==> src/rtl/sap_program_loader.sv <==
// ---------------------------------------------------------------------------
// sap_program_loader
//
// Write side of the SAP 16x8 program RAM. A framed byte stream
//   header H, N = H[3:0]+1 data bytes, checksum C
// is received over a valid/ready handshake. The data bytes are written to RAM
// from address 0 upward. A good checksum fills the remaining words with FILL
// and then releases the processor. A bad checksum parks in an error state with
// the processor still held in reset.
//
// Handshake: a byte on DATA_IN is transferred on a rising CLK edge when
// VALID && READY are both high. READY is decoded only from the state register
// and never looks at VALID. A source seeing VALID && !READY must hold its byte.
//
// Ports
//   CLK       in   clock, rising edge
//   CLR       in   asynchronous active-high reset
//   START     in   one-cycle load request (honoured in IDLE, DONE, ERR)
//   DATA_IN   in   stream byte
//   VALID     in   DATA_IN valid
//   READY     out  loader accepts DATA_IN this cycle (HDR, DATA, CHK)
//   WE        out  registered RAM write strobe
//   WR_ADDR   out  registered RAM write address
//   WR_DATA   out  registered RAM write data
//   CPU_CLR   out  high while the processor must stay in reset
//   DONE      out  load finished with a good checksum
//   ERR       out  checksum mismatch
//   dbg_state out  current FSM state, for observation only
// ---------------------------------------------------------------------------
module sap_program_loader #(
  parameter int                WIDTH1 = 4,
  parameter int                WIDTH2 = 8,
  parameter int                DEPTH  = 16,
  parameter logic [WIDTH2-1:0] FILL   = 8'hF0
) (
  input  logic              CLK,
  input  logic              CLR,
  input  logic              START,
  input  logic [WIDTH2-1:0] DATA_IN,
  input  logic              VALID,
  output logic              READY,
  output logic              WE,
  output logic [WIDTH1-1:0] WR_ADDR,
  output logic [WIDTH2-1:0] WR_DATA,
  output logic              CPU_CLR,
  output logic              DONE,
  output logic              ERR,
  output logic [2:0]        dbg_state
);

  typedef enum logic [2:0] {
    S_IDLE = 3'd0,
    S_HDR  = 3'd1,
    S_DATA = 3'd2,
    S_CHK  = 3'd3,
    S_FILL = 3'd4,
    S_DONE = 3'd5,
    S_ERR  = 3'd6
  } state_t;

  localparam logic [WIDTH1-1:0] LAST = WIDTH1'(DEPTH - 1);
  localparam logic [WIDTH1-1:0] ONE  = WIDTH1'(1);

  state_t            state, state_n;
  logic [WIDTH1-1:0] cnt, cnt_n;          // data bytes still to come, minus one
  logic [WIDTH1-1:0] addr, addr_n;        // next RAM address to write
  logic [WIDTH2-1:0] sum, sum_n;          // running mod-256 data sum
  logic              full, full_n;        // frame carries DEPTH data bytes
  logic              fill_end, fill_end_n;// address DEPTH-1 has been written
  logic              we_q, we_n;
  logic [WIDTH1-1:0] wr_addr_q, wr_addr_n;
  logic [WIDTH2-1:0] wr_data_q, wr_data_n;

  logic              accept;
  logic [WIDTH2-1:0] chk_sum;

  // READY is a pure decode of the registered state.
  assign READY     = (state == S_HDR) || (state == S_DATA) || (state == S_CHK);
  assign accept    = VALID && READY;
  assign chk_sum   = sum + DATA_IN;

  assign WE        = we_q;
  assign WR_ADDR   = wr_addr_q;
  assign WR_DATA   = wr_data_q;
  assign DONE      = (state == S_DONE);
  assign ERR       = (state == S_ERR);
  assign CPU_CLR   = (state != S_DONE);
  assign dbg_state = state;

  always_ff @(posedge CLK or posedge CLR) begin
    if (CLR) begin
      state     <= S_IDLE;
      cnt       <= '0;
      addr      <= '0;
      sum       <= '0;
      full      <= 1'b0;
      fill_end  <= 1'b0;
      we_q      <= 1'b0;
      wr_addr_q <= '0;
      wr_data_q <= '0;
    end else begin
      state     <= state_n;
      cnt       <= cnt_n;
      addr      <= addr_n;
      sum       <= sum_n;
      full      <= full_n;
      fill_end  <= fill_end_n;
      we_q      <= we_n;
      wr_addr_q <= wr_addr_n;
      wr_data_q <= wr_data_n;
    end
  end

  always_comb begin
    state_n    = state;
    cnt_n      = cnt;
    addr_n     = addr;
    sum_n      = sum;
    full_n     = full;
    fill_end_n = fill_end;
    we_n       = 1'b0;
    wr_addr_n  = wr_addr_q;
    wr_data_n  = wr_data_q;

    case (state)
      S_IDLE: begin
        if (START) state_n = S_HDR;
      end

      S_HDR: begin
        if (accept) begin
          cnt_n   = DATA_IN[WIDTH1-1:0];
          full_n  = (DATA_IN[WIDTH1-1:0] == LAST);
          addr_n  = '0;
          sum_n   = '0;
          state_n = S_DATA;
        end
      end

      S_DATA: begin
        if (accept) begin
          we_n      = 1'b1;
          wr_addr_n = addr;
          wr_data_n = DATA_IN;
          sum_n     = chk_sum;
          addr_n    = addr + ONE;
          if (cnt == '0) state_n = S_CHK;
          else           cnt_n   = cnt - ONE;
        end
      end

      S_CHK: begin
        if (accept) begin
          if (chk_sum == '0) begin
            if (full) begin
              state_n = S_DONE;
            end else begin
              // The first fill word is issued on the checksum edge so the
              // fill burst starts the cycle right after C is accepted.
              we_n       = 1'b1;
              wr_addr_n  = addr;
              wr_data_n  = FILL;
              addr_n     = addr + ONE;
              fill_end_n = (addr == LAST);
              state_n    = S_FILL;
            end
          end else begin
            state_n = S_ERR;
          end
        end
      end

      S_FILL: begin
        // One idle edge after the last fill word, so DONE appears the cycle
        // after the final write is visible.
        if (fill_end) begin
          state_n = S_DONE;
        end else begin
          we_n       = 1'b1;
          wr_addr_n  = addr;
          wr_data_n  = FILL;
          addr_n     = addr + ONE;
          fill_end_n = (addr == LAST);
        end
      end

      S_DONE, S_ERR: begin
        if (START) state_n = S_HDR;
      end

      default: state_n = S_IDLE;
    endcase
  end

endmodule

==> config.mk <==
export PLATFORM = sky130hd
export DESIGN_NAME = sap_program_loader
export DESIGN_NICKNAME = d
export VERILOG_FILES = /design/src/rtl/sap_program_loader.sv
export SDC_FILE = /design/constraint.sdc
export NUM_CORES = 1
export LEC_CHECK = 0
export CORE_MARGIN = 4
export CORE_UTILIZATION = 27
export DETAILED_ROUTE_END_ITERATION = 10
export GPL_TIMING_DRIVEN = 0
export PLACE_DENSITY_LB_ADDON = 0.1
export REMOVE_ABC_BUFFERS = 1
export SKIP_CTS_REPAIR_TIMING = 1
export SLEW_MARGIN = 20
export SYNTH_ARGS = -nofsm -noshare
export SYNTH_HDL_FRONTEND = slang
export SYNTH_SLANG_ARGS = --single-unit
==> constraint.sdc <==
create_clock -name CLK -period 5 [get_ports CLK]
set_input_delay 1 -clock CLK [delete_from_list [all_inputs] [get_ports CLK]]
set_output_delay 1 -clock CLK [all_outputs]
set_load 0.01 [all_outputs]
==> flow_metrics.tcl <==
set metrics [dict create \
    antenna_cells 0 \
    hold_depth 1 \
    cts_root_buffer "clkbuf_8" \
    layout.nets 243 \
    track_usage 0.114 \
    rsz0062_at_grt "false" \
    worst_pin_slew_ns 0.684 \
    drive_gt1_frac 0.0946 \
    whs_ns 0.494 \
    final_util 0.355 \
    min_path_type "flip-flop to flip-flop" \
    drt_wl_total_mm 4.51 \
    power_density_nw_per_um2 597 \
    yosys_warnings 0 \
    placed_cells 310 \
    synth_top_area_frac 0.449 \
    grt_overflow 0 \
    synth.avg_cell_area_um2 10.0 \
    arrival_ns 4.48 \
    pre_cts_slack_ns 0.337 \
    setup_tns_ns 0 \
    r2r_setup_slack_ns 1.60 \
    relSlewSlack 0.544 \
    die_x_um 91.8 \
    critPathLaunch "DATA_IN[0]" \
    slew_violations 0 \
    synthCells 189 \
    dr.pass1.iters 5 \
    setup_viol 0 \
    critPathLaunchType "primary input" \
    portBuffers 31 \
    antenna_found_initial 0 \
    avgRoutedWirePerCell_um 14.2 \
    fin_cells 318 \
    clockBufferDepth 2 \
    dpl_cell_area_um2 2310 \
    ant_nets 0 \
    synthDistinctLibCells 39 \
    core_area_um2 6790 \
    fmax_mhz 232 \
    ff2ff_path_depth 9 \
    holdPathEnd "WR_DATA[6]$_DFFE_PP0P_" \
    cp-end-kind "flip-flop" \
    cp_data_required_time_ns 5.18 \
    critical_path_class "primary input to flip-flop" \
    first_global_vias 1436 \
    post-dp-hpwl_mm 3.36 \
    grt_pass1_wl_mm 7.65 \
    gp_congestion 0.738 \
    die_y_um 91.8 \
    clk_pin_slew_worst_paths_ns 0.07 \
    clk_latency_ns 0.29 \
    peakVddDrop_uv 120 \
    viasPerCell 4.68 \
    remaining_drc_errors 0 \
    yosys.area.top_type "dfrtp_1" \
    hold_viol 0 \
    synth.yosys.seq_area_share 0.449 \
    ys_top_cells_by_area "dfrtp_1, ha_1, a22o_1, a21oi_1, mux2_4" \
    start_util 0.279 \
    vias 1488 \
    rr_startpoint "sum[0]$_DFFE_PP0P_" \
    synthToLayoutAreaGrowth_pct 27.2 \
    drv_cap 0 \
    design_area_um2 2410 \
    grt_max_degree 24 \
    path_max_fanout 10 \
    dieArea_um2 8420 \
    syn_area_um2 1890 \
    clock_sinks 34 \
    row_count 30 \
    p_total_mw 1.44 \
    run_status "finished, final reports clean" \
    ys_ff_latch 34 \
    power.leakage_nw 1.04 \
    worstHoldStart "WR_DATA[6]$_DFFE_PP0P_" \
    h-tree-depth 2 \
    min_period_over_period 0.861 \
    setup_ws_ns 0.695 \
    cts_tree "built" \
    r2r-end "WR_ADDR[0]$_DFFE_PP0P_" \
    ios 32 \
    min_period_ns 4.30 \
    drtIter0Drc 56 \
    numCtsBuffers 5 \
    skew_ns 0.00980 \
]
## per-layer routing
layer,vias to the layer above,routed length [µm],global-route usage,share of wire
met5,-,0,0,0
li1,761,-,-,-
met1,702,2310,0.160,0.51
met4,0,62,0.0408,0.014
met2,19,2000,0.167,0.44
met3,6,145,0.0312,0.032
## flip-flops by register name (all words and copies together) (netlist names)
signal	flops
fill_end	1
full	1
WR_DATA	8
cnt	4
WR_ADDR	4
sum	8
dbg_state	3
addr	4
WE	1
## worst max path at each step
stage	end	slack, ns	cells past startpoint
2_1_floorplan	WR_ADDR[0]$_DFFE_PP0P_	1.30	9
3_3_place_gp	WR_ADDR[0]$_DFFE_PP0P_	0.35	10
3_5_place_dp	WR_ADDR[3]$_DFFE_PP0P_	0.34	10
4_1_cts	WR_ADDR[0]$_DFFE_PP0P_	0.65	10
5_1_grt	WR_ADDR[3]$_DFFE_PP0P_	0.53	10
6_report	WR_ADDR[0]$_DFFE_PP0P_	0.70	10
## worst max-delay path: stages
cell             delay [ns]
clkdlybuf4s50_1        0.50
ha_1                   0.28
fa_1                   0.42
xor2_1                 0.19
or3_1                  0.34
nor4_2                 0.37
a311oi_2               0.24
or3_1                  0.64
inv_4                  0.20
mux2_4                 0.31
## layout make-up
type | count | area (µm²)
fillers | 688 | 4380
multi-input cells | 137 | 970
flip-flops and latches | 34 | 851
repair buffers | 32 | 330
well taps | 96 | 120
clock buffers | 6 | 82.6
inverters | 11 | 43.8
clock inverters | 2 | 12.5
## layout by cell type (no fill, tap or decap), types with 2 or more instances in the layout
| master | synthesis | routed |
|---|---|---|
| nand2_1 | 12 | 12 |
| a31oi_1 | 2 | 2 |
| and3_1 | 2 | 2 |
| dfrtp_1 | 34 | 34 |
| a22o_1 | 11 | 11 |
| nand3_1 | 4 | 4 |
| ha_1 | 9 | 9 |
| and2_1 | 2 | 2 |
| a211oi_1 | 2 | 2 |
| o22a_1 | 5 | 5 |
| or3_1 | 2 | 2 |
| o21ai_0 | 8 | 8 |
| clkbuf_8 | 0 | 6 |
| mux2_4 | 4 | 4 |
| inv_1 | 10 | 9 |
| a211oi_2 | 2 | 2 |
| o21ai_1 | 7 | 6 |
| a21oi_1 | 14 | 14 |
| xor2_1 | 6 | 6 |
| nand2b_1 | 4 | 4 |
| o31ai_1 | 3 | 3 |
| nor3_1 | 3 | 3 |
| clkdlybuf4s50_1 | 0 | 31 |
| a32oi_1 | 2 | 2 |
| nor2_1 | 15 | 15 |
| nor2b_1 | 6 | 6 |
## logic make-up (layout without fill, tap and decap cells)
kind of cell,Yosys count,count (layout),share of synthesized area
AOI/OAI and AO/OA,63,63,0.237
xor gates and xnor gates,6,6,0.0277
adders and majority gates,10,10,0.0700
buffers and inverters,18,51,0.0410
DFF,34,34,0.449
muxes,5,5,0.0370
and+or+nand+nor,53,53,0.138
## synth_stat cells
cell type,instances
o21ai_0,8
ha_1,9
a32oi_1,2
nor3_1,3
nor4_2,1
nand2b_1,4
clkbuf_1,6
inv_1,10
nand2_1,12
nand4_1,1
a211oi_1,2
a31oi_1,2
a211oi_2,2
a311oi_2,1
nor4_1,1
o32a_1,1
o21ai_1,7
mux2i_1,1
a21oi_1,14
o21bai_1,1
and2_1,2
o22a_1,5
xor2_1,6
buf_6,1
nor2_1,15
o31ai_2,1
or3_1,2
and3_1,2
o32ai_1,1
inv_4,1
a41oi_1,1
nand3_1,4
nor2b_1,6
a22o_1,11
o31ai_1,3
fa_1,1
o41ai_1,1
dfrtp_1,34
mux2_4,4
## where the power goes
group	internal, mW	switching (mW)	total (mW)	leakage [nW]
Clock	0.111	0.107	0.218	0.0472
Combinational	0.352	0.368	0.721	0.566
Sequential	0.388	0.113	0.500	0.425
Total	0.850	0.589	1.44	1.04
No activity file was read; power rests on OpenSTA's default activity.
